[src/rtl/decode_cycle_if.sv]
// decode_cycle_if: D-stage inputs, writeback port, flush and E-stage outputs of the decode stage
//   master: drives InstrD/PCD/PCPlus4D, RegWriteW/RdW/ResultW, FlushE; receives all *E signals
//   slave : the decode stage itself
interface decode_cycle_if;
  logic [31:0] InstrD;
  logic [31:0] PCD;
  logic [31:0] PCPlus4D;
  logic        RegWriteW;
  logic [4:0]  RdW;
  logic [31:0] ResultW;
  logic        FlushE;
  logic        RegWriteE;
  logic        ResultSrcE;
  logic        MemWriteE;
  logic        BranchE;
  logic        ALUSrcE;
  logic [2:0]  ALUControlE;
  logic [31:0] RD1E;
  logic [31:0] RD2E;
  logic [31:0] ImmExtE;
  logic [4:0]  Rs1E;
  logic [4:0]  Rs2E;
  logic [4:0]  RdE;
  logic [31:0] PCE;
  logic [31:0] PCPlus4E;
  modport master (
    output InstrD, PCD, PCPlus4D, RegWriteW, RdW, ResultW, FlushE,
    input  RegWriteE, ResultSrcE, MemWriteE, BranchE, ALUSrcE, ALUControlE,
           RD1E, RD2E, ImmExtE, Rs1E, Rs2E, RdE, PCE, PCPlus4E
  );
  modport slave (
    input  InstrD, PCD, PCPlus4D, RegWriteW, RdW, ResultW, FlushE,
    output RegWriteE, ResultSrcE, MemWriteE, BranchE, ALUSrcE, ALUControlE,
           RD1E, RD2E, ImmExtE, Rs1E, Rs2E, RdE, PCE, PCPlus4E
  );
endinterface

[src/rtl/decode_cycle.sv]
// decode_cycle: RV32I decode stage (register file, control decoder, immediate extender) and ID/EX register
//   clk   : rising-edge clock
//   rst_n : synchronous active-low reset, clears register file and all E outputs
//   bus   : slave side of decode_cycle_if (D inputs, writeback port, FlushE, E outputs)
module decode_cycle (
  input logic           clk,
  input logic           rst_n,
  decode_cycle_if.slave bus
);
  typedef struct packed {
    logic        reg_write;
    logic        result_src;
    logic        mem_write;
    logic        branch;
    logic        alu_src;
    logic [2:0]  alu_ctrl;
    logic [31:0] rd1;
    logic [31:0] rd2;
    logic [31:0] imm;
    logic [4:0]  rs1;
    logic [4:0]  rs2;
    logic [4:0]  rd;
    logic [31:0] pc;
    logic [31:0] pc4;
  } ex_t;
  logic [31:0] rf_q [32];
  ex_t         e_d, e_q;
  logic [31:0] instr;
  logic [6:0]  op;
  logic [2:0]  f3;
  logic [4:0]  rs1, rs2;
  logic        wr_en;
  logic        is_lw, is_sw, is_r, is_i, is_b;
  logic [2:0]  alu_fn;
  logic [31:0] imm_i, imm_s, imm_b;
  assign instr = bus.InstrD;
  assign op    = instr[6:0];
  assign f3    = instr[14:12];
  assign rs1   = instr[19:15];
  assign rs2   = instr[24:20];
  assign wr_en = bus.RegWriteW && (bus.RdW != 5'd0);
  always_ff @(posedge clk) begin
    if (!rst_n)
      for (int i = 0; i < 32; i++) rf_q[i] <= '0;
    else if (wr_en)
      rf_q[bus.RdW] <= bus.ResultW;
  end
  assign is_lw = op == 7'b0000011;
  assign is_sw = op == 7'b0100011;
  assign is_r  = op == 7'b0110011;
  assign is_i  = op == 7'b0010011;
  assign is_b  = op == 7'b1100011;
  // funct3 000 turns into sub only for R-type with funct7[5]; I-type never subtracts
  assign alu_fn = f3 == 3'b010 ? 3'b101 :
                  f3 == 3'b110 ? 3'b011 :
                  f3 == 3'b111 ? 3'b010 :
                  (is_r && instr[30] && f3 == 3'b000) ? 3'b001 : 3'b000;
  assign imm_i = {{20{instr[31]}}, instr[31:20]};
  assign imm_s = {{20{instr[31]}}, instr[31:25], instr[11:7]};
  assign imm_b = {{19{instr[31]}}, instr[31], instr[7], instr[30:25], instr[11:8], 1'b0};
  always_comb begin
    e_d            = '0;
    e_d.reg_write  = is_lw | is_r | is_i;
    e_d.result_src = is_lw;
    e_d.mem_write  = is_sw;
    e_d.branch     = is_b;
    e_d.alu_src    = is_lw | is_sw | is_i;
    e_d.alu_ctrl   = is_b ? 3'b001 : (is_r | is_i) ? alu_fn : 3'b000;
    e_d.imm        = (is_lw | is_i) ? imm_i : is_sw ? imm_s : is_b ? imm_b : 32'd0;
    // writeback in the same cycle is forwarded so the read never sees stale data
    e_d.rd1        = rs1 == 5'd0 ? 32'd0 : (wr_en && bus.RdW == rs1) ? bus.ResultW : rf_q[rs1];
    e_d.rd2        = rs2 == 5'd0 ? 32'd0 : (wr_en && bus.RdW == rs2) ? bus.ResultW : rf_q[rs2];
    e_d.rs1        = rs1;
    e_d.rs2        = rs2;
    e_d.rd         = instr[11:7];
    e_d.pc         = bus.PCD;
    e_d.pc4        = bus.PCPlus4D;
  end
  always_ff @(posedge clk) begin
    if (!rst_n || bus.FlushE)
      e_q <= '0;
    else
      e_q <= e_d;
  end
  assign bus.RegWriteE   = e_q.reg_write;
  assign bus.ResultSrcE  = e_q.result_src;
  assign bus.MemWriteE   = e_q.mem_write;
  assign bus.BranchE     = e_q.branch;
  assign bus.ALUSrcE     = e_q.alu_src;
  assign bus.ALUControlE = e_q.alu_ctrl;
  assign bus.RD1E        = e_q.rd1;
  assign bus.RD2E        = e_q.rd2;
  assign bus.ImmExtE     = e_q.imm;
  assign bus.Rs1E        = e_q.rs1;
  assign bus.Rs2E        = e_q.rs2;
  assign bus.RdE         = e_q.rd;
  assign bus.PCE         = e_q.pc;
  assign bus.PCPlus4E    = e_q.pc4;
endmodule

[src/flat_wrapper.sv]
// flat-port wrapper written by rule: the top's interface ports become plain ports
module decode_cycle_flat 
  (clk, rst_n, bus_InstrD, bus_PCD, bus_PCPlus4D, bus_RegWriteW, bus_RdW, bus_ResultW, bus_FlushE, bus_RegWriteE, bus_ResultSrcE, bus_MemWriteE, bus_BranchE, bus_ALUSrcE, bus_ALUControlE, bus_RD1E, bus_RD2E, bus_ImmExtE, bus_Rs1E, bus_Rs2E, bus_RdE, bus_PCE, bus_PCPlus4E);
  decode_cycle_if bus_i ();
  input logic clk;
  input logic rst_n;
  input wire logic [$bits(bus_i.InstrD)-1:0] bus_InstrD;
  input wire logic [$bits(bus_i.PCD)-1:0] bus_PCD;
  input wire logic [$bits(bus_i.PCPlus4D)-1:0] bus_PCPlus4D;
  input wire logic [$bits(bus_i.RegWriteW)-1:0] bus_RegWriteW;
  input wire logic [$bits(bus_i.RdW)-1:0] bus_RdW;
  input wire logic [$bits(bus_i.ResultW)-1:0] bus_ResultW;
  input wire logic [$bits(bus_i.FlushE)-1:0] bus_FlushE;
  output wire logic [$bits(bus_i.RegWriteE)-1:0] bus_RegWriteE;
  output wire logic [$bits(bus_i.ResultSrcE)-1:0] bus_ResultSrcE;
  output wire logic [$bits(bus_i.MemWriteE)-1:0] bus_MemWriteE;
  output wire logic [$bits(bus_i.BranchE)-1:0] bus_BranchE;
  output wire logic [$bits(bus_i.ALUSrcE)-1:0] bus_ALUSrcE;
  output wire logic [$bits(bus_i.ALUControlE)-1:0] bus_ALUControlE;
  output wire logic [$bits(bus_i.RD1E)-1:0] bus_RD1E;
  output wire logic [$bits(bus_i.RD2E)-1:0] bus_RD2E;
  output wire logic [$bits(bus_i.ImmExtE)-1:0] bus_ImmExtE;
  output wire logic [$bits(bus_i.Rs1E)-1:0] bus_Rs1E;
  output wire logic [$bits(bus_i.Rs2E)-1:0] bus_Rs2E;
  output wire logic [$bits(bus_i.RdE)-1:0] bus_RdE;
  output wire logic [$bits(bus_i.PCE)-1:0] bus_PCE;
  output wire logic [$bits(bus_i.PCPlus4E)-1:0] bus_PCPlus4E;
  assign bus_i.InstrD = bus_InstrD;
  assign bus_i.PCD = bus_PCD;
  assign bus_i.PCPlus4D = bus_PCPlus4D;
  assign bus_i.RegWriteW = bus_RegWriteW;
  assign bus_i.RdW = bus_RdW;
  assign bus_i.ResultW = bus_ResultW;
  assign bus_i.FlushE = bus_FlushE;
  assign bus_RegWriteE = bus_i.RegWriteE;
  assign bus_ResultSrcE = bus_i.ResultSrcE;
  assign bus_MemWriteE = bus_i.MemWriteE;
  assign bus_BranchE = bus_i.BranchE;
  assign bus_ALUSrcE = bus_i.ALUSrcE;
  assign bus_ALUControlE = bus_i.ALUControlE;
  assign bus_RD1E = bus_i.RD1E;
  assign bus_RD2E = bus_i.RD2E;
  assign bus_ImmExtE = bus_i.ImmExtE;
  assign bus_Rs1E = bus_i.Rs1E;
  assign bus_Rs2E = bus_i.Rs2E;
  assign bus_RdE = bus_i.RdE;
  assign bus_PCE = bus_i.PCE;
  assign bus_PCPlus4E = bus_i.PCPlus4E;
  decode_cycle u_core (.clk(clk), .rst_n(rst_n), .bus(bus_i));
endmodule
[config.mk]
export PLATFORM = sky130hd
export DESIGN_NAME = decode_cycle_flat
export DESIGN_NICKNAME = d
export VERILOG_FILES = /design/src/rtl/decode_cycle_if.sv /design/src/rtl/decode_cycle.sv /design/src/flat_wrapper.sv
export SDC_FILE = /design/constraint.sdc
export NUM_CORES = 2
export LEC_CHECK = 0
export CAP_MARGIN = 5
export CORE_MARGIN = 1.5
export CORE_UTILIZATION = 62
export DETAILED_ROUTE_END_ITERATION = 10
export GPL_ROUTABILITY_DRIVEN = 1
export HOLD_SLACK_MARGIN = 0.05
export PLACE_DENSITY_LB_ADDON = 0.15
export REMOVE_ABC_BUFFERS = 1
export SYNTH_ARGS = -nofsm -noshare
export SYNTH_HDL_FRONTEND = slang
export SYNTH_SLANG_ARGS = --single-unit
[constraint.sdc]
create_clock -name clk -period 12.05 [get_ports clk]
set_clock_uncertainty 0.2 [all_clocks]
set_input_delay 1.8075 -clock clk [delete_from_list [all_inputs] [get_ports clk]]
set_output_delay 1.8075 -clock clk [all_outputs]
set_load 0.05 [all_outputs]
# Word-level counts from Yosys, hierarchy flattened
# Memories as Yosys holds them, arrays and structs flattened. A register that Yosys moved wholly into a read port is not among the register bits.
# Cells that the tools add are included.
[totals]
input_bits = 137
memories = 1
regBits = 119
output_inout_bits = 183
ramBits = 1024
elab_cells = 60
[mem_list]
columns = ["name", "depth", "width", "read_ports", "rd_ports_with_merged_regs", "wr", "line", "source"]
rows = [
  ["u_core.rf_q", 32, 32, 2, 2, 32, "decode_cycle.sv:26", "logic [31:0] rf_q [32];"],
]
[classes]
bitwise = 7
reduce_logical = 14
n_mux = 16
eq_ne = 8
[op_table]
columns = ["operator", "count"]
rows = [
  ["$mux W32", 4],
  ["$reduce_or A32 Y1", 1],
  ["$eq A7 B6 Y1 const B", 2],
  ["$logic_not A5 Y1", 2],
  ["$mux W3", 3],
  ["$mux W1", 8],
  ["$eq A7 B2 Y1 const B", 1],
  ["$eq A7 B5 Y1 const B", 1],
  ["$eq A7 B7 Y1 const B", 1],
  ["$eq A3 B3 Y1 const B", 2],
  ["$or A1 B1 Y1", 6],
  ["$mux W5", 1],
  ["$reduce_bool A5 Y1", 1],
  ["$reduce_or A2 Y1", 2],
  ["$reduce_or A4 Y1", 1],
  ["$eq A3 B2 Y1 const B", 1],
  ["$logic_and A1 B1 Y1", 3],
  ["$logic_not A3 Y1", 1],
  ["$reduce_or A3 Y1", 1],
  ["$logic_not A1 Y1", 1],
  ["$logic_or A1 B1 Y1", 1],
  ["$not A1 Y1", 1],
]

# Logic depth before layout (Yosys ltp)
[depth]
word_depth = 9
ltp_mapped = 10
ltp_nobuf = 5

# Worst setup path before layout
# OpenSTA, ideal clock, no wires.
[synth_timing]
kind = "input-to-reg"
startpoint = "in bus_RdW[3]"
endpoint = "mem u_core.rf_q[4][0] (enable)"
cell_stages = 4
setup_time_ns = 0.466
setup_slack_ns = 6.497
t_arrival_ns = 4.888
path_buffers = 2
required_ns = 11.384
path_cell_list = "buf_2 or3b_2 clkbuf_1 o21ai_0"
[synth_lines]
columns = ["element", "line", "source"]
rows = [
  ["start: declaration", "flat_wrapper.sv:11", "input wire logic [$bits(bus_i.RdW)-1:0] bus_RdW;"],
  ["end: declaration", "decode_cycle.sv:26", ""],
]

==> qor.yml <==
clock_network:
  ctsResizeCount: 0
  clock-sinks: 1188
  cts_setup_buffers: 0
  cts_tree: "built"
  path_clk_slew_ns: 0.06
  insertion_delay_ns: 0.75
  clock_path_buffers: 3
  ctsHoldBuffers: 0
  cts_buffers: 130
  cts-root-buf: "clkbuf_16"
  h-tree-depth: 4
route:
  drtPass1Iterations: 9
  drtIter0Drc: 7227
  dr_total_vias: 40200
  via_per_inst: 7.21
  final_antenna_net_count: 0
  drc: 0
  wl_per_cell_um: 36.0
  routed_wl_um: 201000
logic_synthesis:
  synth_top_area_share_pct: 51.9
  synthFlopType: "edfxtp_1"
  synthMostInstantiatedCell: "and2_1"
  synthTopCellsByCount: "and2_1 (1,082), edfxtp_1 (1,024), mux4_2 (439)"
  yosysTopAreaCell: "edfxtp_1"
  async_reset_ff_share_pct: 0
  ys_seq_elements: 1188
  netlist_area_mm2: 0.0593
  synth-seq-area-share_pct: 57.4
  yosys_warnings: 0
  syn_avg_cell_area_um2: 14.7
  synth_cell_type_count: 61
  yosys-top-cells-area: "edfxtp_1 (52%), mux4_2 (17%), and2_1 (11%)"
  synth_edf_count: 1024
  syn-instance-count: 4039
timing:
  min_period_ns: 5.39
  worst_pin_slew_ns: 1.32
  fmax_mhz: 186
  min_period_over_period_pct: 44.7
  slew_headroom_pct: 11.6
  whs_ns: 0.585
  hold_violations: 0
  finalSetupViolCount: 0
  slew_violations: 0
  setup_tns_ns: 0
  rsz0062_at_grt: "no"
floorplan:
  start_util_pct: 62.5
  core_mm2: 0.0949
  num_rows: 113
  die_x_um: 312
  io_pins: 320
  dieArea_mm2: 0.0975
  dieHeight_um: 312
grt:
  grt-busiest-layer: "met2"
  use_met3_pct: 14.5
  grt_pass1_vias: 39000
  use_met1_pct: 54.9
  grt.total_usage_pct: 41.3
  overflow: 0
  gr-usage-met2_pct: 60.7
  antenna_found_initial: 21
  grt_first_pass_wirelength_um: 282000
  grt_max_degree: 84
power:
  p_per_area_mw_per_mm2: 146
  leakage_nw: 23.5
  vdd_ir_drop_max_uv: 138
critical_path:
  reg2reg_from: "u_core.rf_q[20][22]$_SDFFCE_PN0P_"
  cp_slowest_cell: "buf_4"
  path_common_cell: "buf_4"
  start_kind: "input pin"
  worstSetupEndpointType: "register"
  crit_required_ns: 12.22
  path_max_fanout: 35
  crit_path_cell_trace: "buf_4 -> and2_1 -> nand4b_1 -> nor3_2 -> buf_4 -> nand2b_2 -> buf_4"
  arrival_ns: 5.56
  worstSetupStartpoint: "rst_n"
  cp_slowest_stage_delay_ns: 0.69
  path_class: "input pin to register"
  crit_buf_inv: 3
  cp_top_family: "simple AND/OR/NAND/NOR gates"
cells_and_area:
  nNetsFinal: 4336
  area_delta_synth_final_pct: 14.2
  final_layout_size_suffix_gt1_share_pct: 19.4
placed_design:
  port_buffers: 319
  dp_hpwl_um: 109000
  gp_congestion: 0.872
run_status:
  status: "complete, no violations"
worst_hold_path:
  hp-start: "u_core.rf_q[10][24]$_SDFFCE_PN0P_"
  hold_class: "register to register"
job:
  cap_violations: 0
-- placed cells by master (no fill, tap or decap), drive strengths merged, types with 20 or more instances in the layout --
cell | Yosys | layout
and2 | 1082 | 1082
edfxtp | 1024 | 1024
mux4 | 439 | 439
clkdlybuf4s50 | 0 | 310
clkbuf | 254 | 206
mux2i | 199 | 199
dfxtp | 164 | 164
buf | 178 | 119
o22ai | 99 | 99
nor2 | 94 | 94
a211oi | 60 | 60
a21oi | 58 | 58
a22oi | 50 | 50
nand2 | 44 | 44
nor2b | 43 | 43
o21ai | 38 | 38
conb | 1 | 32
a32o | 26 | 26
a22o | 23 | 23
clkinv | 0 | 20
-- logic make-up (layout without fill, tap and decap cells) --
family	after synthesis	after routing	synth area share, %
muxes	649	649	20.2
xor gates and xnor gates	10	10	0.148
DFF	1188	1188	57.4
buffers and inverters	435	666	3.71
AOI/OAI and AO/OA	423	423	5.00
and+or+nand+nor	1333	1333	13.5
other	1	46	0.00632
-- worst register-to-register path, delay by kind of cell, from the launching register on --
| family | cells | cell delay (ns) |
|---|---|---|
| and+or+nand+nor | 1 | 0.15 |
| AOI/OAI and AO/OA | 3 | 0.73 |
| DFF | 1 | 0.43 |
| muxes | 1 | 0.48 |
-- final timing paths --
path	cells after the start	to	slack, ns
setup / recovery	7	u_core.rf_q[20][19]$_SDFFCE_PN0P_	6.66
hold / removal	4	u_core.bus.RD1E[24]$_SDFF_PP0_	0.58
hold reg to reg	4	u_core.bus.RD1E[24]$_SDFF_PP0_	0.58
setup reg to reg	5	u_core.bus.RD2E[22]$_SDFF_PP0_	9.94
-- registers in the layout, indices dropped and copies added, names as in the netlist --
signal / count
u_core.bus.ALUControlE: 3
u_core.bus.ALUSrcE: 1
u_core.bus.BranchE: 1
u_core.bus.ImmExtE: 13
u_core.bus.MemWriteE: 1
u_core.bus.PCE: 32
u_core.bus.PCPlus4E: 32
u_core.bus.RD1E: 32
u_core.bus.RD2E: 32
u_core.bus.RdE: 5
u_core.bus.RegWriteE: 1
u_core.bus.ResultSrcE: 1
u_core.bus.Rs1E: 5
u_core.bus.Rs2E: 5
u_core.rf_q: 1024
-- metrics by stage --
stage	power (mW)	cell area [um^2]	util, %	worst slack, ns	std cells
3_3_place_gp	5.97	63500	66.9	6.20	5332
6_report	9.87	67700	71.4	6.66	5580
2_1_floorplan	5.44	57200	-	3.34	3638
3_5_place_dp	6.00	63500	66.9	6.15	5332
4_1_cts	9.83	67700	71.3	6.91	5566
5_1_grt	10.1	67700	71.3	6.67	5568
-- power by group --
| part | internal [mW] | switching (mW) |
|---|---|---|
| Combinational | 0.459 | 0.686 |
| Sequential | 4.69 | 0.124 |
| Clock | 2.30 | 1.62 |
| Total | 7.44 | 2.43 |
-- final cells by class --
class | count | area [um^2]
antenna | 14 | 35.0
clock buffer | 206 | 4000
clock inverter | 28 | 176
fill | 6228 | 27200
inverter | 3 | 11.3
multi-input combinational | 2447 | 23800
sequential | 1188 | 34000
tap | 1265 | 1580
timing repair buffer | 429 | 4040
-- layer usage --
layer	routed length, um	share of wire, %
met1	65900	33
met2	88800	44
met3	34700	17
met4	11700	5.8
met5	33	0.016
No activity file was read; power rests on OpenSTA's default activity.
